$ cat src/rtl/sub_pkg.sv
// Shared definitions for the serial borrow-lookahead subtractor.
//   SLICE_W  : bits processed per clock.
//   state_t  : controller states IDLE / RUN / DONE.
//   cnt_w()  : width of the slice counter for a given operand width
//              (ceil(log2(width/SLICE_W)), never less than 1).
package sub_pkg;

  localparam int unsigned SLICE_W = 4;

  typedef enum logic [1:0] {
    IDLE,
    RUN,
    DONE
  } state_t;

  function automatic int unsigned cnt_w(input int unsigned width);
    int unsigned n;
    int unsigned w;
    n = width / SLICE_W;
    w = 0;
    for (int unsigned i = 0; i < 32; i++) begin
      if ((32'd1 << w) < n) w = w + 1;
    end
    return (w == 0) ? 1 : w;
  endfunction

endpackage

$ cat src/rtl/sub_4_bit.sv
// Combinational 4-bit borrow-lookahead subtractor slice: d = a - b - borrow_in.
// Ports:
//   a, b       : 4-bit operand slices (minuend, subtrahend)
//   borrow_in  : borrow into the slice
//   d          : 4-bit difference
//   borrow_out : borrow out of the slice
//   g_out      : group borrow-generate (slice borrows regardless of borrow_in)
//   p_out      : group borrow-propagate (slice passes borrow_in through)
module sub_4_bit
  import sub_pkg::*;
(
  input  logic [SLICE_W-1:0] a,
  input  logic [SLICE_W-1:0] b,
  input  logic               borrow_in,
  output logic [SLICE_W-1:0] d,
  output logic               borrow_out,
  output logic               g_out,
  output logic               p_out
);

  logic [SLICE_W-1:0] g;
  logic [SLICE_W-1:0] p;
  logic [SLICE_W:0]   bw;

  // A bit borrows when a=0,b=1; it passes an incoming borrow when a==b.
  assign g = ~a & b;
  assign p = ~(a ^ b);

  // Lookahead borrows, each expanded directly from borrow_in.
  assign bw[0] = borrow_in;
  assign bw[1] = g[0] | (p[0] & borrow_in);
  assign bw[2] = g[1] | (p[1] & g[0]) | (p[1] & p[0] & borrow_in);
  assign bw[3] = g[2] | (p[2] & g[1]) | (p[2] & p[1] & g[0])
               | (p[2] & p[1] & p[0] & borrow_in);

  assign g_out = g[3] | (p[3] & g[2]) | (p[3] & p[2] & g[1])
               | (p[3] & p[2] & p[1] & g[0]);
  assign p_out = &p;

  assign bw[4]      = g_out | (p_out & borrow_in);
  assign borrow_out = bw[4];

  assign d = a ^ b ^ bw[SLICE_W-1:0];

endmodule

$ cat src/rtl/sub_serial_cla.sv
// Multi-cycle subtractor: d = a - b - borrow_in over WIDTH bits, one 4-bit
// borrow-lookahead slice per clock, least significant slice first.
// Optional feature macro: SUB_SIGNED_OVF_EN (adds the signed overflow flag ovf).
// Ports:
//   clk, rst             : clock, synchronous active-high reset
//   in_valid / in_ready  : request handshake (in_ready high only in IDLE)
//   a, b, borrow_in      : operands and incoming borrow
//   out_valid / out_ready: result handshake (out_valid high only in DONE)
//   d                    : difference mod 2^WIDTH (qualify with out_valid)
//   borrow_out           : 1 iff a < b + borrow_in (unsigned)
//   zero                 : 1 iff d == 0
//   ovf                  : signed overflow (only with SUB_SIGNED_OVF_EN)
module sub_serial_cla
  import sub_pkg::*;
#(
  parameter int unsigned WIDTH = 16
) (
  input  logic             clk,
  input  logic             rst,
  input  logic             in_valid,
  output logic             in_ready,
  input  logic [WIDTH-1:0] a,
  input  logic [WIDTH-1:0] b,
  input  logic             borrow_in,
  output logic             out_valid,
  input  logic             out_ready,
  output logic [WIDTH-1:0] d,
  output logic             borrow_out,
  output logic             zero
`ifdef SUB_SIGNED_OVF_EN
  ,
  output logic             ovf
`endif
);

  localparam int unsigned N    = WIDTH / SLICE_W;
  localparam int unsigned CW   = cnt_w(WIDTH);
  localparam logic [CW-1:0] LAST = CW'(N - 1);

  generate
    if ((WIDTH % SLICE_W) != 0 || WIDTH < SLICE_W) begin : g_bad_width
      $error("sub_serial_cla: WIDTH must be a multiple of 4 and at least 4");
    end
  endgenerate

  state_t             state;
  logic [WIDTH-1:0]   a_r;
  logic [WIDTH-1:0]   b_r;
  logic               borrow_r;
  logic [CW-1:0]      cnt;

  int unsigned        base;
  logic [SLICE_W-1:0] slice_a;
  logic [SLICE_W-1:0] slice_b;
  logic [SLICE_W-1:0] slice_d;
  logic               slice_bo;
  logic               slice_g;
  logic               slice_p;
  logic               borrow_nxt;
  logic [WIDTH-1:0]   d_next;

  always_comb begin
    base    = 32'(cnt) * SLICE_W;
    slice_a = a_r[base +: SLICE_W];
    slice_b = b_r[base +: SLICE_W];
  end

  sub_4_bit u_slice (
    .a          (slice_a),
    .b          (slice_b),
    .borrow_in  (borrow_r),
    .d          (slice_d),
    .borrow_out (slice_bo),
    .g_out      (slice_g),
    .p_out      (slice_p)
  );

  // Running inter-slice borrow uses the group terms; the final flag takes the
  // slice's own borrow output. Both are the same function of borrow_r.
  always_comb begin
    borrow_nxt             = slice_g | (slice_p & borrow_r);
    d_next                 = d;
    d_next[base +: SLICE_W] = slice_d;
  end

  assign in_ready  = (state == IDLE);
  assign out_valid = (state == DONE);

  always_ff @(posedge clk) begin
    if (rst) begin
      state      <= IDLE;
      a_r        <= '0;
      b_r        <= '0;
      borrow_r   <= 1'b0;
      cnt        <= '0;
      d          <= '0;
      borrow_out <= 1'b0;
      zero       <= 1'b0;
`ifdef SUB_SIGNED_OVF_EN
      ovf        <= 1'b0;
`endif
    end else begin
      case (state)
        IDLE: begin
          if (in_valid) begin
            a_r      <= a;
            b_r      <= b;
            borrow_r <= borrow_in;
            cnt      <= '0;
            state    <= RUN;
          end
        end
        RUN: begin
          d        <= d_next;
          borrow_r <= borrow_nxt;
          if (cnt == LAST) begin
            borrow_out <= slice_bo;
            zero       <= (d_next == '0);
`ifdef SUB_SIGNED_OVF_EN
            ovf        <= (a_r[WIDTH-1] != b_r[WIDTH-1]) &&
                          (d_next[WIDTH-1] != a_r[WIDTH-1]);
`endif
            state      <= DONE;
          end else begin
            cnt <= cnt + CW'(1);
          end
        end
        DONE: begin
          if (out_ready) state <= IDLE;
        end
        default: state <= IDLE;
      endcase
    end
  end

endmodule

$ cat config.mk
export PLATFORM = sky130hd
export DESIGN_NAME = sub_serial_cla
export DESIGN_NICKNAME = d
export VERILOG_FILES = /design/src/rtl/sub_pkg.sv /design/src/rtl/sub_4_bit.sv /design/src/rtl/sub_serial_cla.sv
export SDC_FILE = /design/constraint.sdc
export NUM_CORES = 1
export LEC_CHECK = 0
export ABC_AREA = 0
export ABC_CLOCK_PERIOD_IN_PS = 4600
export BUFFER_PORTS_ARGS = -buffer_cell sky130_fd_sc_hd__buf_2
export CAP_MARGIN = 25
export CORE_ASPECT_RATIO = 0.6
export CORE_MARGIN = 2
export CORE_UTILIZATION = 55
export CTS_CLUSTER_SIZE = 24
export DETAILED_ROUTE_END_ITERATION = 7
export GPL_TIMING_DRIVEN = 0
export PLACE_DENSITY = 0.81
export REMOVE_ABC_BUFFERS = 1
export SLEW_MARGIN = 20
export SYNTH_ARGS = -nofsm -noshare
export SYNTH_HDL_FRONTEND = slang
export SYNTH_SLANG_ARGS = --single-unit
export TNS_END_PERCENT = 5
$ cat constraint.sdc
create_clock -name clk -period 4.6 [get_ports clk]
set_clock_uncertainty 0.05 [all_clocks]
set_input_delay 0.69 -clock clk [delete_from_list [all_inputs] [get_ports clk]]
set_output_delay 0.69 -clock clk [all_outputs]
set_load 0.05 [all_outputs]
==> results.rst <==
.. list-table::
   :header-rows: 1

   * - Metric
     - Value
   * - Routed via count divided by cell count
     - 5.36
   * - Worst slew pin tran
     - 0.997 ns
   * - Sequential cell area
     - 0.00110 mm²
   * - Slew Limit Fails
     - 0
   * - Detail Placement HPWL
     - 3830 µm
   * - Type of the worst setup path
     - reg2reg
   * - Average wire per standard cell
     - 12.9 µm
   * - TritonCTS buffer count
     - 5
   * - Number of optimization iterations in the first detailed-route pass
     - 5
   * - Dpl cell area
     - 0.00286 mm²
   * - Horizontal extent of the die
     - 92.5 µm
   * - Die area
     - 0.00528 mm²
   * - Power after layout
     - 965 µW
   * - Via Count
     - 2229
   * - Fraction of layout instances using a drive strength above 1
     - 0.212
   * - Critical path cell sequence
     - buf_8, mux4_2, fa_1, xnor2_1, o211ai_1, o21a_1, nand3_1, o31ai_1
   * - Design Area, Final
     - 0.00298 mm²
   * - Clk pin slew, worst setup/hold paths
     - 0.09 ns
   * - Final core utilization
     - 0.657
   * - Sinks on Clock Net
     - 55
   * - Worst-path cell with the longest stage delay
     - mux4_2
   * - Time the final worst path needs with I/O delays and setup
     - 2.83 ns
   * - Setup violations, final
     - 0
   * - NumNets Final
     - 401
   * - Buffer type at the clock tree root
     - clkbuf_8
   * - Initial standard-cell utilization of the core
     - 0.569
   * - Number of instances in the synthesized netlist
     - 306
   * - Worst setup SP type
     - flop
   * - Setup TNS after final layout
     - 0 ns
   * - Count of buffers added by post-CTS timing repair for setup
     - 0
   * - Hold Vio Cnt, Final
     - 0
   * - Number of DRC markers in iteration 0
     - 141
   * - Type of the tightest min-delay check
     - reg2reg
   * - Final routed wirelength across all metal layers
     - 5390 µm
   * - Area added between synthesis and finish
     - 15.4%
   * - Final routed DRC violation total
     - 0
   * - Source-to-sink clock delay at the later pin of the worst-skew pair
     - 0.30 ns
   * - Highest fanout seen on the critical path
     - 16
   * - Internal reg-to-reg setup slack
     - 1.77 ns
   * - Number of enable flip-flop cells after synthesis
     - 0
   * - Post-synthesis instance area
     - 0.00258 mm²
   * - Peak VDD IR
     - 0.000177 V
   * - Hold bufs inserted after CTS
     - 0
   * - #FFs+latches synth
     - 55
   * - Global Route Usage Sum
     - 0.223
   * - I/O pin cnt
     - 57
   * - Sequential share of the synthesized area
     - 0.426
   * - Core ar.
     - 0.00454 mm²
   * - Count of max-cap constraint violations
     - 0
   * - Maximum level of the CTS H-tree
     - 2
   * - Global-route wire length before repair
     - 9290 µm
   * - Yosys warning total
     - 0
   * - Unrepaired setup endpoints after global routing
     - no
   * - Unique cell type count in the Yosys netlist
     - 38
   * - Vias in the first global route
     - 2067
   * - Power Dens Cells
     - 324 mW/mm²
   * - Total area of multi-input combinational cells
     - 0.00138 mm²
   * - Ratio of final minimum period to clock period
     - 0.616
   * - Pin count of the biggest net entering global routing
     - 61
   * - Initial antenna violation count
     - 0
   * - Leakage power of the design
     - 0.00120 µW
   * - Residual overflow from global routing
     - 0
   * - Fmax
     - 353 MHz
   * - Die H
     - 57.1 µm
   * - Placement row count
     - 19
   * - Syn Area/Cell
     - 8.45 µm²
   * - Result of the run
     - complete, no violations
   * - Final weighted congestion in routability-driven placement
     - 0.915
   * - Post_cts resized
     - 0
   * - Top FF cell, synth
     - dfxtp_1
   * - Final ANT Viol Nets
     - 0
   * - Crit path DAT
     - 2.97 ns
   * - Critical Path RT
     - 4.73 ns
   * - CTS max path bufs
     - 2
   * - Ant. Diodes
     - 0
   * - Clock tree from TritonCTS
     - yes
   * - Kind of end point of the critical path
     - flop
   * - Filler Cells Inserted
     - 383
   * - Async S/R FF share, synth
     - 0
   * - PortBufs
     - 56
   * - Delay contributed by the slowest stage of the critical path
     - 0.55 ns
   * - Slew HR
     - 0.335
metrics by stage:
step                instances  worst slack, ns  hold WS [ns]
global placement          407             1.44         0.389
CTS                       414             1.44         0.411
floorplan                 288             1.91         0.377
finish                    416             1.77         0.408
detailed placement        407             1.45         0.396
global route              416             1.63         0.426
report_power, final:
part,switching (µW),total [µW],internal (µW)
Sequential,14.6,513,498
Combinational,118,192,74.5
Clock,142,261,118
Total,275,965,691
synthesized netlist by cell type, drive strengths merged (2+ instances only):
library cell / count / area [µm²]
dfxtp: 55 / 1100
nor4: 5 / 37.5
nor2: 22 / 82.6
inv: 8 / 30.0
nand2: 76 / 285
nor2b: 2 / 12.5
nand2b: 6 / 37.5
nand3: 3 / 15.0
clkbuf: 10 / 37.5
mux2i: 3 / 30.0
buf: 8 / 42.5
ha: 10 / 125
o31ai: 2 / 15.0
nor3: 5 / 25.0
nand3b: 8 / 60.1
mux4: 8 / 180
xnor2: 3 / 26.3
a21oi: 41 / 205
a22oi: 9 / 67.6
o21ai: 4 / 20.0
o21a: 4 / 30.0
final timing paths:
path            end    from  cells past startpoint
max            zero  cnt[0]                      8
min          a_r[9]  a_r[9]                      2
max reg2reg    zero  cnt[0]                      8
min reg2reg  a_r[9]  a_r[9]                      2
cells by family after synthesis:
group	Yosys count	synth area share
flip-flops	55	0.426
AND/OR/NAND/NOR	132	0.229
multiplexers	11	0.0813
AO/OA/AOI/OAI	68	0.154
XOR/XNOR	3	0.0102
buffers and inverters	26	0.0426
adder cells (fa/ha/maj)	11	0.0561
critical path, delay by kind of cell (launching register included):
| family | cells | cell delay (ns) |
|---|---|---|
| AO/OA/AOI/OAI | 3 | 0.38 |
| XOR/XNOR | 1 | 0.53 |
| buffers and inverters | 1 | 0.22 |
| AND/OR/NAND/NOR | 1 | 0.10 |
| adder cells (fa/ha/maj) | 1 | 0.39 |
| flip-flops | 1 | 0.49 |
| multiplexers | 1 | 0.55 |
per-layer routing:
layer	vias to the layer above	GRT usage	share of wire
met3	4	0.0555	0.085
li1	1146	-	-
met1	999	0.315	0.49
met2	80	0.350	0.41
met4	0	0.0512	0.0065
met5	-	0	0
sequential cells by signal (all words and copies together) (netlist names):
name	flops
a_r	16
borrow_out	1
state	2
b_r	16
cnt	2
zero	1
borrow_r	1
d	16
cells in the final DEF, fill, tap and decap left out, types with 2 or more instances in the layout:
master    instances
o21ai_0           2
a22oi_1           9
nor3_1            5
dfxtp_1          55
clkbuf_8          6
nand3_1           3
nand3b_1          8
nand2b_1          6
a21oi_1          41
mux4_2            8
nor2b_1           2
mux2i_1           3
o31ai_1           2
buf_2            56
o21ai_1           2
nor4_1            4
ha_1             10
xnor2_1           3
nand2_1          76
inv_1             8
o21a_1            4
nor2_1           22
buf_8             2
final cells by class:
| type | instances | share of cell area |
|---|---|---|
| flip-flops and latches | 55 | 0.369 |
| multi-input cells | 225 | 0.461 |
| clock inverters | 1 | 0.00168 |
| clock buffers | 6 | 0.0277 |
| repair buffers | 58 | 0.104 |
| well taps | 63 | 0.0264 |
| inverters | 8 | 0.0101 |
Power figures use the tool's default switching activity.
